**src/rtl/ppa_pkg.sv**
```systemverilog
// Shared types and constants for the parallel-prefix adder/subtractor family.
package ppa_pkg;

  localparam int unsigned PPA_W   = 16;
  localparam int unsigned PPA_LVL = $clog2(PPA_W);

  typedef struct packed {
    logic p;
    logic g;
  } pg_t;

  typedef pg_t [PPA_W-1:0] pg_vec_t;

  // Brent-Kung up-sweep: after level l, node i with (i+1) % 2^l == 0 covers bits [i-2^l+1:i].
  function automatic pg_vec_t bk_up_sweep(input pg_vec_t v);
    pg_vec_t r;
    r = v;
    for (int l = 1; l <= int'(PPA_LVL); l++) begin
      for (int i = 0; i < int'(PPA_W); i++) begin
        if (((i + 1) % (1 << l)) == 0) begin
          r[i].g = r[i].g | (r[i].p & r[i - (1 << (l - 1))].g);
          r[i].p = r[i].p & r[i - (1 << (l - 1))].p;
        end
      end
    end
    return r;
  endfunction

endpackage

```
**src/rtl/ppa_black.sv**
```systemverilog
// Prefix black cell: combines a high group (i) with the adjacent low group (j).
module ppa_black (
  input  logic pi_i,
  input  logic gi_i,
  input  logic pj_i,
  input  logic gj_i,
  output logic p_o,
  output logic g_o
);
  assign p_o = pi_i & pj_i;
  assign g_o = gi_i | (pi_i & gj_i);
endmodule

```
**src/rtl/ppa_grey.sv**
```systemverilog
// Prefix grey cell: generate-only combine, used where the group propagate is no longer needed.
module ppa_grey (
  input  logic pi_i,
  input  logic gi_i,
  input  logic gj_i,
  output logic g_o
);
  assign g_o = gi_i | (pi_i & gj_i);
endmodule

```
**src/rtl/ppa_pipe_reg.sv**
```systemverilog
// Register slice with valid bit; loads only when enabled, async active-high clear.
module ppa_pipe_reg #(
  parameter int unsigned WIDTH = 8
) (
  input  logic             clk_i,
  input  logic             rst_i,
  input  logic             en_i,
  input  logic             valid_i,
  input  logic [WIDTH-1:0] data_i,
  output logic             valid_o,
  output logic [WIDTH-1:0] data_o
);

  logic             valid_q;
  logic [WIDTH-1:0] data_q;

  // Stage register: advances as a whole on en_i, cleared asynchronously.
  always_ff @(posedge clk_i or posedge rst_i) begin
    if (rst_i) begin
      valid_q <= 1'b0;
      data_q  <= '0;
    end else if (en_i) begin
      valid_q <= valid_i;
      data_q  <= data_i;
    end
  end

  assign valid_o = valid_q;
  assign data_o  = data_q;

endmodule

```
**src/rtl/ppa_post.sv**
```systemverilog
// Sum cell: bit propagate XOR incoming carry.
module ppa_post (
  input  logic p_i,
  input  logic c_i,
  output logic s_o
);
  assign s_o = p_i ^ c_i;
endmodule

```
**src/rtl/ppa_pre.sv**
```systemverilog
// Bit-level propagate/generate pre-processing cell.
module ppa_pre (
  input  logic a_i,
  input  logic b_i,
  output logic p_o,
  output logic g_o
);
  assign p_o = a_i ^ b_i;
  assign g_o = a_i & b_i;
endmodule

```
**src/rtl/ppa_sub_pipe16.sv**
```systemverilog
// Three-stage Brent-Kung subtractor: diff = a + ~b + ~bin, with borrow/overflow/zero flags.
module ppa_sub_pipe16
  import ppa_pkg::*;
#(
  parameter int unsigned WIDTH = PPA_W,
  parameter int unsigned TAG_W = 4
) (
  input  logic             clk,
  input  logic             rst,
  input  logic             in_valid,
  output logic             in_ready,
  input  logic [WIDTH-1:0] a,
  input  logic [WIDTH-1:0] b,
  input  logic             bin,
  input  logic [TAG_W-1:0] in_tag,
  output logic             out_valid,
  input  logic             out_ready,
  output logic [WIDTH-1:0] diff,
  output logic             bout,
  output logic             ovf,
  output logic             zero,
  output logic [TAG_W-1:0] out_tag
);

  localparam int unsigned LVL = $clog2(WIDTH);
  localparam int unsigned S1W = 2 * WIDTH + 2 + TAG_W;
  localparam int unsigned S2W = 3 * WIDTH + 2 + TAG_W;
  localparam int unsigned S3W = WIDTH + 3 + TAG_W;

  // The whole pipe moves in lockstep; a stalled output freezes every stage.
  logic en;
  assign en       = ~out_valid | out_ready;
  assign in_ready = en;

  // ---------------- S1: bit pre-processing against ~b ----------------
  logic [WIDTH-1:0] pre_p, pre_g;
  for (genvar i = 0; i < WIDTH; i++) begin : g_pre
    ppa_pre u_pre (.a_i(a[i]), .b_i(~b[i]), .p_o(pre_p[i]), .g_o(pre_g[i]));
  end

  logic [S1W-1:0]   s1_d, s1_q;
  logic             s1_valid;
  logic [WIDTH-1:0] s1_p, s1_g;
  logic             s1_cin, s1_amsb;
  logic [TAG_W-1:0] s1_tag;

  assign s1_d = {pre_p, pre_g, ~bin, a[WIDTH-1], in_tag};

  ppa_pipe_reg #(.WIDTH(S1W)) u_s1 (
    .clk_i(clk), .rst_i(rst), .en_i(en), .valid_i(in_valid),
    .data_i(s1_d), .valid_o(s1_valid), .data_o(s1_q)
  );

  assign {s1_p, s1_g, s1_cin, s1_amsb, s1_tag} = s1_q;

  // ---------------- S1 -> S2: up-sweep ----------------
  // Carry-in is folded into bit 0 so every prefix G is directly the carry out of that bit.
  logic g0_cin;
  ppa_grey u_cin (.pi_i(s1_p[0]), .gi_i(s1_g[0]), .gj_i(s1_cin), .g_o(g0_cin));

  for (genvar l = 0; l <= LVL; l++) begin : g_up
    logic [WIDTH-1:0] p, g;
    if (l == 0) begin : g_base
      assign p = s1_p;
      assign g = {s1_g[WIDTH-1:1], g0_cin};
    end else begin : g_lvl
      for (genvar i = 0; i < WIDTH; i++) begin : g_bit
        if (((i + 1) % (1 << l)) == 0) begin : g_node
          ppa_black u_blk (
            .pi_i(g_up[l-1].p[i]), .gi_i(g_up[l-1].g[i]),
            .pj_i(g_up[l-1].p[i-(1<<(l-1))]), .gj_i(g_up[l-1].g[i-(1<<(l-1))]),
            .p_o(p[i]), .g_o(g[i])
          );
        end else begin : g_pass
          assign p[i] = g_up[l-1].p[i];
          assign g[i] = g_up[l-1].g[i];
        end
      end
    end
  end

  logic [S2W-1:0]   s2_d, s2_q;
  logic             s2_valid;
  logic [WIDTH-1:0] s2_up_p, s2_up_g, s2_p;
  logic             s2_cin, s2_amsb;
  logic [TAG_W-1:0] s2_tag;

  assign s2_d = {g_up[LVL].p, g_up[LVL].g, s1_p, s1_cin, s1_amsb, s1_tag};

  ppa_pipe_reg #(.WIDTH(S2W)) u_s2 (
    .clk_i(clk), .rst_i(rst), .en_i(en), .valid_i(s1_valid),
    .data_i(s2_d), .valid_o(s2_valid), .data_o(s2_q)
  );

  assign {s2_up_p, s2_up_g, s2_p, s2_cin, s2_amsb, s2_tag} = s2_q;

  // Only the group propagates feeding grey cells are consumed downstream.
  logic unused_up_p;
  assign unused_up_p = ^s2_up_p;

  // ---------------- S2 -> S3: down-sweep, sum and flags ----------------
  for (genvar k = 0; k < LVL; k++) begin : g_dn
    logic [WIDTH-1:0] g;
    if (k == 0) begin : g_base
      assign g = s2_up_g;
    end else begin : g_lvl
      localparam int Step = 1 << (LVL - k);
      localparam int Half = Step / 2;
      for (genvar i = 0; i < WIDTH; i++) begin : g_bit
        if ((((i + 1) % Step) == Half) && (i >= Step)) begin : g_node
          ppa_grey u_gry (
            .pi_i(s2_up_p[i]), .gi_i(g_dn[k-1].g[i]), .gj_i(g_dn[k-1].g[i-Half]), .g_o(g[i])
          );
        end else begin : g_pass
          assign g[i] = g_dn[k-1].g[i];
        end
      end
    end
  end

  logic [WIDTH-1:0] gf, carry, sum;
  assign gf    = g_dn[LVL-1].g;
  assign carry = {gf[WIDTH-2:0], s2_cin};

  for (genvar i = 0; i < WIDTH; i++) begin : g_post
    ppa_post u_post (.p_i(s2_p[i]), .c_i(carry[i]), .s_o(sum[i]));
  end

  logic [S3W-1:0] s3_d, s3_q;
  // p[MSB] = a ^ ~b is 0 exactly when the operand signs differ.
  assign s3_d = {sum, ~gf[WIDTH-1], ~s2_p[WIDTH-1] & (sum[WIDTH-1] ^ s2_amsb), ~|sum, s2_tag};

  ppa_pipe_reg #(.WIDTH(S3W)) u_s3 (
    .clk_i(clk), .rst_i(rst), .en_i(en), .valid_i(s2_valid),
    .data_i(s3_d), .valid_o(out_valid), .data_o(s3_q)
  );

  assign {diff, bout, ovf, zero, out_tag} = s3_q;

endmodule

```
**config.mk**
```make
export PLATFORM = sky130hd
export DESIGN_NAME = ppa_sub_pipe16
export DESIGN_NICKNAME = d
export VERILOG_FILES = /design/src/rtl/ppa_pkg.sv /design/src/rtl/ppa_black.sv /design/src/rtl/ppa_grey.sv /design/src/rtl/ppa_pipe_reg.sv /design/src/rtl/ppa_post.sv /design/src/rtl/ppa_pre.sv /design/src/rtl/ppa_sub_pipe16.sv
export SDC_FILE = /design/constraint.sdc
export NUM_CORES = 1
export LEC_CHECK = 0
export ABC_AREA = 1
export BUFFER_PORTS_ARGS = -buffer_cell sky130_fd_sc_hd__buf_2
export CAP_MARGIN = 30
export CORE_ASPECT_RATIO = 0.5
export CORE_MARGIN = 3
export CORE_UTILIZATION = 55
export CTS_CLUSTER_DIAMETER = 30
export DETAILED_ROUTE_END_ITERATION = 8
export PLACE_DENSITY = 0.84
export SYNTH_ARGS = -nofsm -noshare
export SYNTH_HDL_FRONTEND = slang
export SYNTH_HIERARCHICAL = 1
export SYNTH_SLANG_ARGS = --single-unit
```
**constraint.sdc**
```tcl
create_clock -name clk -period 2.4 [get_ports clk]
set_input_delay 0.24 -clock clk [delete_from_list [all_inputs] [get_ports clk]]
set_output_delay 0.24 -clock clk [all_outputs]
set_load 0.01 [all_outputs]
```
==> results.cfg <==
[clock_tree]
clk_pin_slew_ps = 50
cts_hold_buffers = 1
worst_skew_pair.late_latency_ps = 400
clk_path_buf_depth = 2
root_buffer = clkbuf_16
cts_resized = 0
cts_tree = yes
numCtsBuffers = 17
htree_levels = 4
cts_sinks = 113
cts_setup_buffers = 0

[timing]
finalHoldViolations = 0
slew_viol_final = 0
rsz0062_at_grt = no
layout_min_cycle_time_ps = 2030
final.setup_skew_ps = 7.89
worst_slew_pin_slew_ps = 921
setup_violations = 0
fin_crit_sh_pct = 84.6
whs_ps = 42.2
fmax_mhz = 492
final.setup.tns_ps = 0
slew_headroom_pct = 38.5

[critical_path]
worstPathArrival_ps = 1790
cp.required_ps = 2160
reg2reg_depth = 16
r2r_slack_ps = 670
crit_fanout = 54
criticalPathCategory = flop to output pin
r2r-start = u_s2/data_o[29]
reg2reg_to = u_s3/data_o[4]
worstSetupEndpointType = output pin
cp-start-kind = flop

[die]
row_count = 24
chipWidth_um = 147
coreArea_mm2 = 0.00916
io_pins = 66
start_util_pct = 59.5
die-area_mm2 = 0.0112
die_y_um = 76.4

[global_route]
grt_pass1_wl_mm = 20.7
grt_util_all_layers_pct = 23.0
grt_max_degree = 55
grt_pass1_vias = 4325
antenna_found_initial = 0
gr-total-overflow = 0

[drt]
vias = 4401
firstDrtPassIters = 6
drc = 0
viasPerCell = 4.69
drt_iter0_drc = 368
drtAntennaViolNets = 0
wl_mm = 12.0
wl_per_cell_um = 12.8

[min_path]
hold_class = input port to flop
hp-start = in_tag[0]
hold_depth = 3
min_to = u_s1/data_o[0]

[pwr]
ir_drop_v = 0.000607
p_leak_nw = 3.93
power_per_cell_area_mw_per_mm2 = 1260

[placed_design]
globalplace.congestion = 0.813
portBuffers = 65
dp_hpwl_mm = 8.22

[yosys]
syn-cell-area_mm2 = 0.00545
syn_area_per_cell_um2 = 7.47
synth_cells = 730
synth_nets = 787
yosys_warnings = 6

[final_layout]
diodes = 0
area_growth_pct = 16.5
drive_above_1_share_pct = 14.5
nNetsFinal = 855

[job]
drv_cap = 0

[run_status]
outcome = finished, final reports clean
==> sequential cells by signal, summed over array words and instances (netlist names) <==
| register | cells |
|---|---|
| u_s2/valid_o | 1 |
| u_s1/data_o | 38 |
| u_s2/data_o | 49 |
| u_s3/valid_o | 1 |
| u_s1/valid_o | 1 |
| u_s3/data_o | 23 |
==> how the worst max path moves through the flow <==
| stage | slack (ps) | depth (start not counted) | startpoint | to |
|---|---|---|---|---|
| 6_report | 370 | 3 | u_s3/valid_o | in_ready |
| 3_3_place_gp | 810 | 3 | u_s3/valid_o | in_ready |
| 3_5_place_dp | 770 | 16 | u_s2/data_o[29] | u_s3/data_o[4] |
| 2_1_floorplan | 960 | 1 | rst | u_s2/data_o[0] |
| 4_1_cts | 350 | 3 | u_s3/valid_o | in_ready |
| 5_1_grt | 230 | 3 | u_s3/valid_o | in_ready |
==> metal layers <==
metal	part of all wire, %	global-route usage [%]	vias to the layer above
met1	49	33.7	1953
met5	0	0	-
met2	42	32.7	192
li1	-	-	2239
met4	1.3	8.63	0
met3	7.9	6.18	17
==> layout make-up <==
class                   count  area, µm²
clock inverters             6       55.1
inverters                 107        409
well taps                 130        163
clock buffers              24        502
fillers                   720       2810
flip-flops and latches    113       2830
repair buffers             73        388
multi-input cells         486       2010
==> critical path, cell delays in order, from the launching register on <==
cell and delay, ps:
dfrtp_1 420, nand2_4 220, buf_4 510, buf_2 230
==> per-stage QoR <==
stage	utilization, %	std cells	instance area (µm²)	worst slack (ps)	power (mW)
floorplan	-	730	5450	959	4.92
global placement	63.2	908	5790	808	5.47
detailed placement	63.2	908	5790	767	5.60
CTS	69.4	939	6350	353	8.02
global route	69.4	939	6350	232	8.62
finish	69.4	939	6350	369	8.02
==> placed cells by master (no fill, tap or decap), types with 3 or more instances in the layout <==
cell / n
nand2_1: 449
dfrtp_1: 113
inv_1: 103
buf_2: 65
clkbuf_16: 17
ha_1: 16
nand2_2: 11
buf_4: 7
nor2_1: 6
clkinv_2: 5
clkbuf_8: 5
inv_2: 3
==> power by group <==
part	leakage, nW	switching, mW	internal [mW]	total, mW
registers	1.39	0.558	2.63	3.18
logic	2.25	1.63	0.853	2.48
clock network	0.281	0.820	1.54	2.36
total	3.93	3.00	5.02	8.02
No activity file was read; power rests on OpenSTA's default activity.
